### src/rtl/mux8_ser_pkg.sv
// Shared types and constants for the 8-bit parallel-to-serial front end.
package mux8_ser_pkg;

    localparam int SEL_W  = 3;
    localparam int DATA_W = 8;

    typedef enum logic [1:0] {
        IDLE   = 2'd0,
        SEND   = 2'd1,
        PARITY = 2'd2,
        GAP    = 2'd3
    } state_e;

    // Select index of the first and final data bit for a given bit order.
    function automatic logic [SEL_W-1:0] first_idx(input int msb_first);
        return (msb_first != 0) ? 3'd7 : 3'd0;
    endfunction

    function automatic logic [SEL_W-1:0] last_idx(input int msb_first);
        return (msb_first != 0) ? 3'd0 : 3'd7;
    endfunction

endpackage

### src/rtl/mux8_serializer_if.sv
// Handshake bundle between upstream word source, serializer and serial sink.
interface mux8_serializer_if;
    import mux8_ser_pkg::*;

    logic [DATA_W-1:0] in_data;
    logic              in_valid;
    logic              in_ready;
    logic              ser_bit;
    logic              ser_valid;
    logic              ser_ready;
    logic              ser_last;
    logic [SEL_W-1:0]  sel;
    logic              busy;

    modport slave (
        input  in_data, in_valid, ser_ready,
        output in_ready, ser_bit, ser_valid, ser_last, sel, busy
    );

    modport master (
        output in_data, in_valid, ser_ready,
        input  in_ready, ser_bit, ser_valid, ser_last, sel, busy
    );

endinterface

### src/rtl/mux8_serializer_mux8to1.sv
// Plain 8:1 bit-select mux used as the serializer's bit picker.
module mux8to1
    import mux8_ser_pkg::*;
(
    input  logic [DATA_W-1:0] d,
    input  logic [SEL_W-1:0]  s,
    output logic              o
);

    assign o = d[s];

endmodule

### src/rtl/mux8_serializer.sv
// Parallel-to-serial stage: holds one word and walks the 8:1 select across it.
// Define MUX8_SERIALIZER_PARITY_EN to append an even-parity beat after each word.
module mux8_serializer
    import mux8_ser_pkg::*;
#(
    parameter int MSB_FIRST  = 0,
    parameter int GAP_CYCLES = 0
) (
    input  logic               clk,
    input  logic               rst_n,
    mux8_serializer_if.slave   bus
);

    localparam logic [SEL_W-1:0] FIRST_IDX = first_idx(MSB_FIRST);
    localparam logic [SEL_W-1:0] LAST_IDX  = last_idx(MSB_FIRST);
    localparam logic [3:0]       GAP_LAST  = (GAP_CYCLES > 0) ? 4'(GAP_CYCLES - 1) : 4'd0;
    localparam logic [1:0]       AFTER_WORD = (GAP_CYCLES > 0) ? GAP : IDLE;

    logic [1:0]        state_q, state_d;
    logic [DATA_W-1:0] hold_q, hold_d;
    logic [SEL_W-1:0]  sel_q, sel_d;
    logic [3:0]        gap_q, gap_d;
    logic              mux_o;
    logic              valid_w;
    logic              beat_w;

    mux8to1 u_mux (
        .d (hold_q),
        .s (sel_q),
        .o (mux_o)
    );

`ifdef MUX8_SERIALIZER_PARITY_EN
    assign valid_w = (state_q == SEND) || (state_q == PARITY);
`else
    assign valid_w = (state_q == SEND);
`endif
    assign beat_w = valid_w && bus.ser_ready;

    always_comb begin
        state_d = state_q;
        hold_d  = hold_q;
        sel_d   = sel_q;
        gap_d   = gap_q;
        case (state_q)
            IDLE: begin
                if (bus.in_valid) begin
                    hold_d  = bus.in_data;
                    sel_d   = FIRST_IDX;
                    state_d = SEND;
                end
            end
            SEND: begin
                if (beat_w) begin
                    if (sel_q == LAST_IDX) begin
                        gap_d = 4'd0;
`ifdef MUX8_SERIALIZER_PARITY_EN
                        state_d = PARITY;
`else
                        state_d = AFTER_WORD;
`endif
                    end else begin
                        sel_d = (MSB_FIRST != 0) ? sel_q - 3'd1 : sel_q + 3'd1;
                    end
                end
            end
`ifdef MUX8_SERIALIZER_PARITY_EN
            PARITY: begin
                if (beat_w) begin
                    gap_d   = 4'd0;
                    state_d = AFTER_WORD;
                end
            end
`endif
            GAP: begin
                if (gap_q == GAP_LAST) begin
                    gap_d   = 4'd0;
                    state_d = IDLE;
                end else begin
                    gap_d = gap_q + 4'd1;
                end
            end
            default: state_d = IDLE;
        endcase
    end

    // A reset mid-word simply drops the word; nothing is flushed out.
    always_ff @(posedge clk) begin
        if (!rst_n) begin
            state_q <= IDLE;
            hold_q  <= '0;
            sel_q   <= '0;
            gap_q   <= '0;
        end else begin
            state_q <= state_d;
            hold_q  <= hold_d;
            sel_q   <= sel_d;
            gap_q   <= gap_d;
        end
    end

    assign bus.in_ready  = rst_n && (state_q == IDLE);
    assign bus.ser_valid = valid_w;
    assign bus.sel       = sel_q;
    assign bus.busy      = (state_q != IDLE);

`ifdef MUX8_SERIALIZER_PARITY_EN
    assign bus.ser_bit  = (state_q == SEND) ? mux_o : ((state_q == PARITY) ? ^hold_q : 1'b0);
    assign bus.ser_last = (state_q == PARITY);
`else
    assign bus.ser_bit  = (state_q == SEND) ? mux_o : 1'b0;
    assign bus.ser_last = (state_q == SEND) && (sel_q == LAST_IDX);
`endif

endmodule

### src/flat_wrapper.sv
// flat-port wrapper written by rule: the top's interface ports become plain ports
module mux8_serializer_flat import mux8_ser_pkg::*;
#(
    parameter int MSB_FIRST  = 0,
    parameter int GAP_CYCLES = 0
)
  (clk, rst_n, bus_in_data, bus_in_valid, bus_ser_ready, bus_in_ready, bus_ser_bit, bus_ser_valid, bus_ser_last, bus_sel, bus_busy);
  mux8_serializer_if bus_i ();
  input  logic clk;
  input  logic rst_n;
  input wire logic [$bits(bus_i.in_data)-1:0] bus_in_data;
  input wire logic [$bits(bus_i.in_valid)-1:0] bus_in_valid;
  input wire logic [$bits(bus_i.ser_ready)-1:0] bus_ser_ready;
  output wire logic [$bits(bus_i.in_ready)-1:0] bus_in_ready;
  output wire logic [$bits(bus_i.ser_bit)-1:0] bus_ser_bit;
  output wire logic [$bits(bus_i.ser_valid)-1:0] bus_ser_valid;
  output wire logic [$bits(bus_i.ser_last)-1:0] bus_ser_last;
  output wire logic [$bits(bus_i.sel)-1:0] bus_sel;
  output wire logic [$bits(bus_i.busy)-1:0] bus_busy;
  assign bus_i.in_data = bus_in_data;
  assign bus_i.in_valid = bus_in_valid;
  assign bus_i.ser_ready = bus_ser_ready;
  assign bus_in_ready = bus_i.in_ready;
  assign bus_ser_bit = bus_i.ser_bit;
  assign bus_ser_valid = bus_i.ser_valid;
  assign bus_ser_last = bus_i.ser_last;
  assign bus_sel = bus_i.sel;
  assign bus_busy = bus_i.busy;
  mux8_serializer #(.MSB_FIRST(MSB_FIRST), .GAP_CYCLES(GAP_CYCLES)) u_core (.clk(clk), .rst_n(rst_n), .bus(bus_i));
endmodule
### config.mk
export PLATFORM = sky130hd
export DESIGN_NAME = mux8_serializer_flat
export DESIGN_NICKNAME = d
export VERILOG_FILES = /design/src/rtl/mux8_ser_pkg.sv /design/src/rtl/mux8_serializer_if.sv /design/src/rtl/mux8_serializer_mux8to1.sv /design/src/rtl/mux8_serializer.sv /design/src/flat_wrapper.sv
export SDC_FILE = /design/constraint.sdc
export NUM_CORES = 1
export LEC_CHECK = 0
export ABC_AREA = 1
export BUFFER_PORTS_ARGS = -buffer_cell sky130_fd_sc_hd__buf_2
export CORE_AREA = 8 8 56 58
export CTS_BUF_LIST = sky130_fd_sc_hd__clkbuf_2 sky130_fd_sc_hd__clkbuf_4 sky130_fd_sc_hd__clkbuf_8
export CTS_CLUSTER_SIZE = 28
export DETAILED_ROUTE_END_ITERATION = 12
export DIE_AREA = 0 0 64 66
export GPL_ROUTABILITY_DRIVEN = 0
export HOLD_SLACK_MARGIN = 0.03
export PLACE_DENSITY = 0.53
export SYNTH_ARGS = -nofsm -noshare
export SYNTH_HDL_FRONTEND = slang
export SYNTH_HIERARCHICAL = 1
export SYNTH_SLANG_ARGS = --single-unit
### constraint.sdc
create_clock -name clk -period 2.55 [get_ports clk]
set_input_delay 0.255 -clock clk [delete_from_list [all_inputs] [get_ports clk]]
set_output_delay 0.255 -clock clk [all_outputs]
set_load 0.02 [all_outputs]
Word-level counts from Yosys, hierarchy flattened
Cells that the tools add are included.
{"block": "word_totals", "ff_bits": 17, "latch_bits": 0, "ram_bits": 0, "rom_bits": 0, "input_bits": 12, "out_inout_bits": 8, "word_cells": 43, "mem_count": 0}
{"block": "op_classes", "n_addsub": 2, "mul": 0, "div_mod_pow": 0, "magnitude_cmp": 1, "eq_ne": 8, "shifts": 0, "muxes": 16, "n_bitwise": 0, "n_reduce_logical": 12}
{"cell": "4-bit 2-to-1 mux", "n": 3}
{"cell": "3-bit 2-to-1 mux", "n": 3}
{"cell": "2-bit 2-to-1 mux", "n": 4}
{"cell": "2-bit != test (second input constant)", "n": 4}
{"cell": "4-bit one-hot mux with 2 select lines", "n": 1}
{"cell": "4-bit AND reduction", "n": 2}
{"cell": "2-bit one-hot mux with 3 select lines", "n": 1}
{"cell": "3-bit one-hot mux with 2 select lines", "n": 1}
{"cell": "2-bit nonzero test", "n": 3}
{"cell": "4-bit by 1-bit adder with 4-bit output (second input constant)", "n": 1}
{"cell": "4-bit logical NOT", "n": 1}
{"cell": "3-bit by 4-bit less-than comparator with 1-bit output (second input constant)", "n": 1}
{"cell": "3-bit by 1-bit adder with 3-bit output (second input constant)", "n": 1}
{"cell": "1-bit binary-select mux with 3-bit select", "n": 1}
{"cell": "3-bit == test (second input constant)", "n": 1}
{"cell": "1-bit logical AND", "n": 3}
{"cell": "3-bit AND reduction", "n": 1}
{"cell": "2-bit by 1-bit == test with 1-bit output (second input constant)", "n": 1}
{"cell": "2-bit == test (second input constant)", "n": 1}
{"cell": "2-bit logical NOT", "n": 1}
{"cell": "1-bit 2-to-1 mux", "n": 2}
{"cell": "2-bit by 1-bit != test with 1-bit output (second input constant)", "n": 1}
{"cell": "2-bit AND reduction", "n": 1}

Depth between registers and ports, before layout
{"block": "logic_depth", "word_depth": 4, "ltp_mapped": 8, "mapped_depth_nobuf": 8}

Cells and area by module
The synthesis kept the hierarchy.
{"mod": "mux8_serializer", "n_inst": 1, "cells_per_inst": 70, "area_each_um2": 535.5}
{"mod": "mux8to1", "n_inst": 1, "cells_per_inst": 28, "area_each_um2": 110.1}

Least setup slack after synthesis
OpenSTA, ideal clock, no wires.
{"block": "synth_timing", "path_type": "register to output", "from": "register u_core.sel_q[0], in the netlist u_core/bus.sel[0]", "to": "output bus_ser_last", "t_arrival_ns": 1.153, "path_slack_ns": 1.142, "stages_incl_launch_ff": 5, "n_path_buf": 0, "path_cell_list": "dfxtp_1 -> ha_1 -> ha_1 -> nand2_2 -> inv_1"}
{"block": "synth_between", "elab_chain_cells": 2}
{"item": "from (decl)", "line_no": "mux8_serializer.sv:21", "rtl": "logic [SEL_W-1:0] sel_q, sel_d;"}
{"item": "from (signal assigned)", "line_no": "mux8_serializer.sv:97", "rtl": "sel_q <= sel_d;"}
{"item": "3-bit == test", "line_no": "mux8_serializer.sv:112", "rtl": "assign bus.ser_last = (state_q == SEND) && (sel_q == LAST_IDX);"}
{"item": "1-bit logical AND", "line_no": "mux8_serializer.sv:112"}
{"item": "to (decl)", "line_no": "flat_wrapper.sv:17", "rtl": "output wire logic [$bits(bus_i.ser_last)-1:0] bus_ser_last;"}
Every way passes these cells.

Final worst setup path
Same ends and word-level chain as after synthesis.

==> results.toml <==
[status]
run_status = "finished clean"

[detailed_routing]
wirelength_um = 1420
vias = 617
drc = 0
wire_per_inst_um = 9.62
first_pass_iters = 3
vias_per_cell = 4.17
first_iter_violations = 12
antenna_left = 0

[clocking]
clock_latency_ps = 270
numCtsBuffers = 3
clock-root-buffer = "clkbuf_4"
cts_resized = 0
post_cts_buffers = 0
cts_tree = "yes"
clock_path_buffers = 2
cts.clk_slew.worst_paths_ps = 80
ctsHoldBuffers = 0
htree_levels = 1
cts.sinks = 12

[global_routing]
met3_usage = 0.0169
antenna_found_initial = 0
met2_usage = 0.118
grt_use_total = 0.0707
grt_max_degree = 14
grt_util_met1 = 0.0757
grt_pass1_vias = 586
grt_pass1_wl_um = 2390
globalRouteOverflowTotal = 0
busiest_layer = "met2"

[die]
die_y_um = 66
num_rows = 18
ioPinCount = 20
core-area_mm2 = 0.00232
fp.dieW_um = 64
initial_core_util = 0.278
dieArea_mm2 = 0.00422

[timing]
finalSetupViolCount = 0
timing.hold.ws_ps = 177
slew_headroom = 0.731
worstMarginPinSlew_ps = 403
finalCritPeriodShare = 0.695
fin_tns_setup_ps = 0
rsz0062_at_grt = "false"
finalClockSkew_ps = 4.80
max_freq_ghz = 0.564
min_period_ps = 1770
fin_ws_ps = 778
hold_viol = 0
drv_slew = 0

[power]
cellLeakagePower_nw = 0.424
power_density_mw_per_mm2 = 577
irDropWorstVdd_uv = 190
power_uw = 458

[logic_synthesis]
synth_fp_nets = 112
yosysUniqueCellTypes = 17
yosys.area.top_type = "dfxtp_1"
yosys_register_bits = 12
syn_area_um2 = 646
synth.avg_cell_area_um2 = 6.59
netlist_instances = 98
ys_warn_count = 6
yosysTopAreaCellShare = 0.372
seq_area_frac_synth = 0.372
ys_top_cells_by_area = "dfxtp_1 37%, nor2_1 12%, nand2_1 12%"

[setup_path]
crit_fanout = 8
path_class = "register to primary output"
endpoint_kind = "primary output"
startpoint_type = "register"
worstPathArrival_ps = 1520
crit_required_ps = 2300

[cells_and_area]
antennaDiodeCount = 0
fin_util = 0.343
final_layout_size_suffix_gt1_frac = 0.254
area_growth_pct = 23.1
fin_nets = 133

[flow_run]
drv_cap = 0

[placement]
pre_cts_ws_ps = 1080
io_buffers = 19
hpwl_um = 1130

[worst_hold_path]
holdCritPathClass = "input port to register"
-- worst paths after layout --
kind / cells after the start / start / slack, ps / end
worst max register to register: 5 / u_core/bus.sel[0] / 1230 / u_core/bus.sel[1]
worst max-delay path: 5 / u_core/bus.sel[0] / 780 / bus_ser_last
worst min register to register: 2 / u_core/hold_q[6] / 490 / u_core/hold_q[6]
worst min-delay path: 2 / bus_ser_ready / 180 / u_core/state_q[0]
-- report_power, final --
| part | internal, mW | switching [mW] |
|---|---|---|
| combinational | 0.0362 | 0.0551 |
| clock | 0.0866 | 0.0639 |
| sequential | 0.202 | 0.0143 |
| total | 0.325 | 0.133 |
-- flip-flops by register name, indices dropped and copies added (netlist names) --
name            cells
u_core/hold_q       8
u_core/state_q      1
u_core/bus.sel      3
-- placed cells by master, fill, tap and decap left out --
cell type	netlist	routed
nor2_1	21	21
nand2_1	20	20
buf_2	1	19
inv_1	14	14
dfxtp_1	12	12
o21ai_0	9	9
nand3_1	6	6
clkbuf_4	0	3
a21oi_1	3	3
nand2_2	2	2
ha_1	2	2
clkbuf_8	0	1
inv_4	1	1
nand2_8	1	1
clkinv_2	1	1
nand2_4	1	1
o21ai_1	1	1
inv_2	1	1
-- cell families (layout without fill, tap and decap cells) --
logic type	Yosys count	in the layout	share of synthesized area
AND/OR/NAND/NOR	51	51	0.353
buffers and inverters	20	40	0.136
AO/OA/AOI/OAI	13	13	0.101
flip-flops	12	12	0.372
adder cells (fa/ha/maj)	2	2	0.0388
-- per-stage QoR --
stage | std cells | area [µm²]
floorplan | 98 | 646
global placement | 144 | 758
detailed placement | 144 | 758
CTS | 148 | 795
global route | 148 | 795
finish | 148 | 795
-- layer usage --
layer,share of wire,vias up,wire [µm]
li1,-,337,-
met1,0.49,269,693
met2,0.48,9,687
met3,0.013,2,19
met4,0.016,0,23
met5,0,-,0
-- Yosys cell counts (all sizes together) --
library cell / instances
inv: 16
nand3: 6
ha: 2
dfxtp: 12
o21ai: 10
clkinv: 1
nor2: 21
buf: 3
nand2: 24
a21oi: 3
-- critical path, cell delays in order, from the launching register on --
cell and delay (ps):
dfxtp_1 480, ha_1 210, ha_1 180, nand2_2 100, inv_1 100, buf_2 160
-- cell type report --
type                    instances  area (µm²)
clock buffers                   4        36.3
well taps                      30        37.5
flip-flops and latches         12         240
multi-input cells              66         318
inverters                      17        67.6
fillers                       261        1530
repair buffers                 19        95.1
(Power assumes the default switching activity.)
